`src/rtl/mem_arb_pkg.sv`:
```
// Shared types and defaults for the two-port memory arbiter.
// Holds the FSM state, the requester identity and the latched command record.
package mem_arb_pkg;

  localparam int unsigned ADDR_MAX_DEFAULT = 1020;

  typedef enum logic [1:0] {
    IDLE   = 2'd0,
    ACCESS = 2'd1,
    RESP   = 2'd2
  } state_e;

  typedef enum logic {
    REQ_IF = 1'b0,
    REQ_D  = 1'b1
  } req_e;

  // Command captured at grant time and replayed in ACCESS/RESP.
  typedef struct packed {
    req_e        who;
    logic        we;
    logic        err;
    logic [31:0] addr;
    logic [31:0] wdata;
  } cmd_t;

  // Misaligned or out-of-range addresses complete with an error, never touching memory.
  function automatic logic addr_bad(input logic [31:0] addr, input int unsigned max_addr);
    return (addr[1:0] != 2'b00) || (addr > 32'(max_addr));
  endfunction

endpackage

```
`src/rtl/mem_arb_rr2.sv`:
```
// Two-way round-robin picker: a lone request wins outright, a tie goes to the
// requester that was not granted last. Bit 0 is fetch, bit 1 is data.
module mem_arb_rr2
  import mem_arb_pkg::*;
(
  input  logic [1:0] req_i,
  input  req_e       last_i,
  output logic [1:0] gnt_o
);

  always_comb begin
    gnt_o = 2'b00;
    unique case (req_i)
      2'b01:   gnt_o = 2'b01;
      2'b10:   gnt_o = 2'b10;
      2'b11:   gnt_o = (last_i == REQ_D) ? 2'b01 : 2'b10;
      default: gnt_o = 2'b00;
    endcase
  end

endmodule

```
`src/rtl/mem_arbiter.sv`:
```
// Arbitrates an instruction-fetch port and a load/store port onto one shared
// memory; one transaction in flight, grant -> strobe -> response over three cycles.
module mem_arbiter
  import mem_arb_pkg::*;
#(
  parameter int unsigned ADDR_MAX = ADDR_MAX_DEFAULT
) (
  input  logic        clk,
  input  logic        resetn,

  input  logic        if_req,
  input  logic [31:0] if_addr,
  output logic        if_gnt,
  output logic        if_rvalid,
  output logic        if_err,
  output logic [31:0] if_rdata,

  input  logic        d_req,
  input  logic        d_we,
  input  logic [31:0] d_addr,
  input  logic [31:0] d_wdata,
  output logic        d_gnt,
  output logic        d_rvalid,
  output logic        d_err,
  output logic [31:0] d_rdata,

  output logic        memRead,
  output logic        memWrite,
  output logic [31:0] address,
  output logic [31:0] writeData,
  input  logic [31:0] memData
);

  state_e      state_q, state_d;
  cmd_t        cmd_q, cmd_d;
  req_e        last_q, last_d;

  logic [1:0]  rr_gnt;
  logic        grant;
  req_e        winner;
  logic [31:0] win_addr;

  mem_arb_rr2 u_rr2 (
    .req_i  ({d_req, if_req}),
    .last_i (last_q),
    .gnt_o  (rr_gnt)
  );

  // Requests are only looked at while idle; anything else is ignored.
  assign grant    = (state_q == IDLE) && (rr_gnt != 2'b00);
  assign winner   = rr_gnt[1] ? REQ_D : REQ_IF;
  assign win_addr = (winner == REQ_D) ? d_addr : if_addr;

  // State register.
  always_ff @(posedge clk or negedge resetn) begin
    if (!resetn) begin
      state_q <= IDLE;
    end else begin
      state_q <= state_d;
    end
  end

  // Next-state logic.
  always_comb begin
    state_d = state_q;
    unique case (state_q)
      IDLE:    if (grant) state_d = ACCESS;
      ACCESS:  state_d = RESP;
      RESP:    state_d = IDLE;
      default: state_d = IDLE;
    endcase
  end

  // Command and round-robin pointer capture.
  always_comb begin
    cmd_d  = cmd_q;
    last_d = last_q;
    if (grant) begin
      cmd_d.who  = winner;
      cmd_d.we   = (winner == REQ_D) ? d_we : 1'b0;
      cmd_d.err  = addr_bad(win_addr, ADDR_MAX);
      cmd_d.addr = win_addr;
      if (winner == REQ_D) begin
        cmd_d.wdata = d_wdata;
      end
      last_d = winner;
    end
  end

  always_ff @(posedge clk or negedge resetn) begin
    if (!resetn) begin
      cmd_q  <= '{who: REQ_IF, we: 1'b0, err: 1'b0, addr: 32'h0, wdata: 32'h0};
      last_q <= REQ_D;
    end else begin
      cmd_q  <= cmd_d;
      last_q <= last_d;
    end
  end

  // Output decode.
  always_comb begin
    if_gnt    = 1'b0;
    d_gnt     = 1'b0;
    if_rvalid = 1'b0;
    if_err    = 1'b0;
    if_rdata  = 32'h0;
    d_rvalid  = 1'b0;
    d_err     = 1'b0;
    d_rdata   = 32'h0;
    memRead   = 1'b0;
    memWrite  = 1'b0;
    unique case (state_q)
      IDLE: begin
        // Grants are combinational from req, so mask them while reset is held.
        if (resetn) begin
          if_gnt = rr_gnt[0];
          d_gnt  = rr_gnt[1];
        end
      end
      ACCESS: begin
        if (!cmd_q.err) begin
          memRead  = !cmd_q.we;
          memWrite = cmd_q.we;
        end
      end
      RESP: begin
        if (cmd_q.who == REQ_IF) begin
          if_rvalid = 1'b1;
          if_err    = cmd_q.err;
          if_rdata  = cmd_q.err ? 32'h0 : memData;
        end else begin
          d_rvalid = 1'b1;
          d_err    = cmd_q.err;
          d_rdata  = (cmd_q.err || cmd_q.we) ? 32'h0 : memData;
        end
      end
      default: begin
      end
    endcase
  end

  assign address   = cmd_q.addr;
  assign writeData = cmd_q.wdata;

endmodule

```
`config.mk`:
```
export PLATFORM = sky130hd
export DESIGN_NAME = mem_arbiter
export DESIGN_NICKNAME = d
export VERILOG_FILES = /design/src/rtl/mem_arb_pkg.sv /design/src/rtl/mem_arb_rr2.sv /design/src/rtl/mem_arbiter.sv
export SDC_FILE = /design/constraint.sdc
export NUM_CORES = 1
export LEC_CHECK = 0
export ABC_AREA = 1
export CORE_MARGIN = 2
export CORE_UTILIZATION = 37
export DETAILED_ROUTE_END_ITERATION = 16
export HOLD_SLACK_MARGIN = 0.05
export PLACE_DENSITY = 0.84
export SLEW_MARGIN = 20
export SYNTH_ARGS = -nofsm -noshare
export SYNTH_HDL_FRONTEND = slang
export SYNTH_SLANG_ARGS = --single-unit
```
`constraint.sdc`:
```
create_clock -name clk -period 2.4 [get_ports clk]
set_clock_uncertainty 0.15 [all_clocks]
set_input_delay 0.48 -clock clk [delete_from_list [all_inputs] [get_ports clk]]
set_output_delay 0.48 -clock clk [all_outputs]
set_load 0.01 [all_outputs]
```
==> impl_metrics.csv, run 1 <==
group,metric,value,unit
sta,setup_viol,0,
final_layout,final_common_cell,"clkdlybuf4s50_1",
pwr,powerDensity,940,nW/um^2
final_layout,area_growth,62.5,%
final_layout,final_util,61.7,%
sta,rsz0062_at_grt,"no",
cts,cts.clk_slew.worst_paths,0.08,ns
pwr,p_leak,3.24,nW
final_layout,drive_gt1_share,14.6,%
grt,grt_pass1_vias,3964,
critical_path,slowest_stage,"dfrtp_1",
logic_synthesis,netlist_instances,493,
final_layout,multi_input_area,1540,sq um
grt,grt_max_degree,71,
grt,grt_use_total,20.8,%
logic_synthesis,synth_top_family_by_area,"simple AND/OR/NAND/NOR gates",
placement,dp_slack,-0.128,ns
critical_path,path_common_cell,"nor2_1",
route,antenna_left,0,
sta,fin_crit,2.30,ns
pwr,power.total,6.29,mW
logic_synthesis,synth_cell_type_count,27,
cts,clockRootBuffer,"clkbuf_8",
grt,antenna_found_initial,0,
logic_synthesis,yosys_register_bits,70,
placement,gp_congestion,0.803,
sta,fin_crit_sh,95.7,%
critical_path,crit_path_start,"state_q[0]",
sta,maxSlewViolCount,0,
logic_synthesis,synth-simple-area-share,20.6,%
die,die_area,12000,sq um
die,die_w,110,um
sta,fmax,435,MHz
route,drt_iter0_markers,291,
grt,overflow,0,
logic_synthesis,synth-seq-area-share,42.5,%
die,io_pins,269,
route,vias,3977,
cts,cts_buffer_depth,2,
cts,numCtsBuffers,9,
route,routed_wl,13000,um
sta,relSlewSlack,42.9,%
route,first_pass_iters,5,
pwr,pwr-share-clk,15.3,%
status,status,"finished clean",
logic_synthesis,synth-compound-area-share,5.65,%
final_layout,final-seq-area,1750,sq um
pwr,switching_power,2.20,mW
pwr,p_seq_share,33.4,%
critical_path,cp_slowest_stage_delay,0.38,ns
grt,grt_pass1_wl,19000,um
die,fp-row-count,38,
pwr,swShare,35.0,%
critical_path,critPathCaptureType,"output pin",
cts,clk_latency,0.34,ns
cts,cts-hold-fix-buffers,0,
logic_synthesis,synth_adder_area_share,0,%
logic_synthesis,synth.cell_area,4120,sq um
cts,cts.sinks,70,
pwr,pwr-share-comb,51.3,%
logic_synthesis,ys.warnings.count,0,
sta,hold_violations,0,
sta,tightestPinTransition,0.856,ns
final_layout,layout_common_cells,"clkdlybuf4s50_1 (196), nand2_1 (70), dfrtp_1 (69), nor2_1 (65), inv_1 (49)",
route,wl_per_cell,15.2,um
min_path,worstHoldPathType,"primary input to asynchronous set/reset pin",
critical_path,crit_chain,"nor2_1 -> inv_2 -> nor2_2 -> nand2_2 -> buf_4 -> nor2_1 -> dlygate4sd2_1",
critical_path,crit_type,"flip-flop to output pin",
pwr,ir_worst_vdd,530,uV
cts,cts_tree,"done",
critical_path,cp.buffers_inverters,3,
job,cap_viol_max_count,0,
critical_path,cp-start-kind,"flip-flop",
logic_synthesis,synth_fp_nets,626,
final_layout,fin_nets,842,
sta,worst_slack,0.103,ns
critical_path,cp_top_family,"buffers and inverters",
die,coreArea,10800,sq um
critical_path,r2r_slack,0.40,ns
sta,whs,0.275,ns
pwr,intPower,4.09,mW
critical_path,arrival,1.67,ns
die,initial_utilization,38.0,%
final_layout,diodes,0,
route,routed_via_density,4.66,
logic_synthesis,synthMuxAreaShare,10.7,%
placement,hpwl,10600,um
critical_path,required,1.77,ns
final_layout,nFillCells,969,
route,drc_errors,0,
logic_synthesis,synthXorXnorAreaFrac,0,%
critical_path,reg2reg_from,"last_q",
logic_synthesis,syn_avg_cell_area,8.36,sq um
cts,cts_htree_levels,3,
placement,port_buffers,268,
critical_path,crit_fanout,14,
die,die_y,110,um
## routing by layer
metal  up-vias  routed length [um]  GRT usage (%)
met3        24                1130           6.34
met5         -                   0              0
met4         0                 387           8.95
li1       1933                   -              -
met1      1838                4410           19.8
met2       182                7080           40.8
## power groups by stage
stage | clock network [mW] | registers [mW] | logic (mW)
after floorplan | 0 | 2.03 | 2.21
after global placement | 0 | 2.08 | 3.17
after detailed placement | 0 | 2.12 | 3.25
after CTS | 1.00 | 2.11 | 3.28
after global routing | 1.05 | 2.17 | 3.47
final | 0.961 | 2.10 | 3.23
## stage by stage
step	area [sq um]	std cells	TNS, ns
2_1_floorplan	4120	493	0
3_3_place_gp	6610	838	-0.122
5_1_grt	6690	854	0
6_report	6690	854	0
4_1_cts	6740	854	0
3_5_place_dp	6610	838	-0.243
## state kept, by name, summed over array words and instances (netlist names)
| signal | count |
|---|---|
| writeData | 32 |
| address | 32 |
| cmd_q | 3 |
| last_q | 1 |
| state_q | 2 |
## kinds of logic (layout without fill, tap and decap cells)
family | count (synthesis) | count (layout)
AO/OA/AOI/OAI | 42 | 42
AND/OR/NAND/NOR | 197 | 197
flip-flops | 70 | 70
buffers and inverters | 144 | 365
multiplexers | 40 | 40
## what timing repair did
action                                  CTS  global route
gates resized for setup                  78            44
endpoints found under the setup margin   69            27
setup buffers                             0             0
cloned                                    0             0
## synthesized netlist by cell type
library cell,count,share of area [%]
buf_2,11,1.3
nand3_4,1,0.43
o21a_1,1,0.18
nor2_2,2,0.30
o21ai_0,18,2.2
buf_4,67,12
inv_2,4,0.36
nand2_1,72,6.6
nand2_2,1,0.15
nand3_1,16,1.9
inv_1,50,4.6
mux2i_1,8,1.9
mux2_1,2,0.55
nor3_1,34,4.1
nor2_1,66,6.0
dfstp_2,1,0.64
dfrtp_1,69,42
nor3_4,1,0.39
buf_6,5,1.4
o22ai_1,1,0.15
nand3b_1,4,0.73
buf_1,1,0.091
o21ai_1,8,0.97
mux2_2,30,8.2
a31oi_1,13,2.0
clkbuf_1,6,0.55
a211oi_1,1,0.18
## final cells by class
class | instances | area share [%]
Clock inverter | 6 | 1.07
Sequential cell | 70 | 26.2
Inverter | 54 | 3.10
Timing Repair Buffer | 295 | 42.1
Tap cell | 140 | 2.62
Multi-Input combinational cell | 279 | 23.0
Clock buffer | 10 | 1.91
## path summary, 6_finish.rpt
kind	to	cells after the start
min in group clk	address[22]	2
worst min register to register	address[22]	2
max in group asynchronous	address[25]	2
worst max-delay path	if_rdata[6]	7
worst max register to register	cmd_q[64]	11
worst min-delay path	writeData[10]	2
No activity file was read; power rests on OpenSTA's default activity.
==> run 2: changes to the inputs <==
CORE_MARGIN = default   (was 2)
CORE_UTILIZATION = 38   (was 37)
CTS_BUF_LIST = sky130_fd_sc_hd__clkbuf_2   (was default)
PLACE_DENSITY = 0.86   (was 0.84)
==> impl_metrics.csv, run 2 (synthesis gave the netlist of run 1 again) <==
group,metric,value,unit
route,vias,4178,
cts,cts_htree_levels,3,
cts,cts.clk_slew.worst_paths,0.21,ns
critical_path,critPathCaptureType,"output pin",
sta,fin_crit,2.46,ns
critical_path,slowest_stage,"dfrtp_1",
route,routed_via_density,4.84,
critical_path,cp-start-kind,"flip-flop",
sta,setup_viol,34,
sta,whs,0.376,ns
cts,clk_latency,0.52,ns
final_layout,final_common_cell,"clkdlybuf4s50_1",
grt,grt_max_degree,71,
die,io_pins,269,
critical_path,crit_fanout,17,
final_layout,nFillCells,779,
critical_path,path_common_cell,"inv_2",
route,drt_iter0_markers,308,
placement,gp_congestion,0.804,
placement,postPlaceCellArea,6550,sq um
cts,cts_buffer_depth,2,
job,cap_viol_max_count,0,
die,die_y,106,um
grt,grt_pass1_vias,4164,
final_layout,fin_nets,855,
final_layout,diodes,0,
sta,relSlewSlack,41.6,%
sta,maxSlewViolCount,0,
placement,hpwl,10000,um
critical_path,required,1.77,ns
cts,clockRootBuffer,"clkbuf_2",
final_layout,final_cells,863,
final_layout,area_growth,69.8,%
final_layout,drive_gt1_share,31.2,%
status,status,"finished with violations",
final_layout,final-seq-area,1750,sq um
critical_path,arrival,1.83,ns
sta,tightestPinTransition,0.876,ns
route,first_pass_iters,6,
route,antenna_left,0,
final_layout,multi_input_area,1930,sq um
cts,numCtsBuffers,9,
final_layout,fin_area,7000,sq um
critical_path,crit_type,"flip-flop to output pin",
die,initial_utilization,39.6,%
sta,hold_violations,0,
min_path,worstHoldPathType,"flip-flop to flip-flop",
pwr,powerDensity,871,nW/um^2
grt,overflow,0,
final_layout,layout_common_cells,"clkdlybuf4s50_1 (195), nand2_1 (70), dfrtp_1 (69), buf_2 (60), inv_1 (48)",
die,fp-row-count,37,
sta,fin_crit_sh,103,%
cts,cts.sinks,70,
sta,worst_slack,-0.0633,ns
critical_path,crit_chain,"inv_2 -> nor2_2 -> inv_2 -> nor2_4 -> buf_12 -> inv_16 -> nor3_4 -> buf_2",
placement,dp_cells,831,
pwr,p_leak,3.36,nW
route,wl_per_cell,16.3,um
route,drc_errors,0,
die,coreArea,10400,sq um
route,routed_wl,14100,um
cts,cts_tree,"done",
grt,antenna_found_initial,0,
grt,grt_use_total,24.2,%
die,die_w,106,um
placement,port_buffers,268,
pwr,ir_worst_vdd,583,uV
die,die_area,11300,sq um
sta,finalSetupTns,-1.09,ns
critical_path,cp_slowest_stage_delay,0.41,ns
sta,rsz0062_at_grt,"yes",
status,violations,"setup timing",
grt,grt_pass1_wl,21300,um
sta,fmax,406,MHz
run 2: worst max-delay path: cells and delay by family (launching register included):
kind,cells,cell delay (ns)
buf+inv,5,0.55
simple gates,3,0.37
flops,1,0.41
run 2: layer usage:
| metal | vias to the layer above | wire length, um | share of wire, % | GRT usage [%] |
|---|---|---|---|---|
| met5 | - | 0 | 0 | 0 |
| met4 | 0 | 379 | 2.7 | 8.13 |
| met3 | 35 | 972 | 6.9 | 5.40 |
| met2 | 226 | 7240 | 52 | 42.9 |
| met1 | 1948 | 5460 | 39 | 28.9 |
| li1 | 1969 | - | - | - |
run 2: what timing repair did:
action                                  CTS  global route
hold endpoints to repair                 69             0
setup buffers                             8             5
pin swaps                                 4             4
cloned                                    3             1
resized for setup                       353            70
hold buffers                              1             0
endpoints found under the setup margin   72            69
run 2: power by group:
part,internal (mW),total (mW),switching [mW]
logic,1.85,3.37,1.52
registers,1.77,2.10,0.331
clock network,0.151,0.630,0.479
run 2: cell type report:
type                    count  share of cell area, %
clock buffers               9                  0.644
clock inverters             7                  0.787
inverters                  54                   3.13
multi-input cells         279                   27.5
flip-flops and latches     70                   25.0
well taps                 136                   2.43
repair buffers            306                   40.0
repair inverters            2                  0.465
run 2: metrics by stage:
| stage | total power, mW | util, % | setup slack [ns] |
|---|---|---|---|
| after global routing | 6.49 | 67.2 | -0.232 |
| final | 6.10 | 67.2 | -0.0633 |
| after floorplan | 4.24 | - | 0.470 |
| after detailed placement | 5.32 | 62.9 | -0.140 |
| after global placement | 5.20 | 62.9 | -0.0994 |
| after CTS | 6.08 | 64.0 | -0.124 |
run 2: worst paths after layout:
path	from	to	slack [ns]	depth (start not counted)
worst max-delay path	state_q[1]	d_rdata[28]	-0.06	8
worst min-delay path	address[13]	address[13]	0.38	2
worst max register to register	last_q	cmd_q[64]	0.42	11
worst min register to register	address[13]	address[13]	0.38	2
max in group asynchronous	resetn	writeData[28]	0.98	3
min in group asynchronous	resetn	address[19]	0.55	3
==> run 3: changes to the inputs <==
SLEW_MARGIN = default   (was 20)
==> results of run 3 <==
Same layout as run 2: the final DEF is identical, and so are final timing and power.
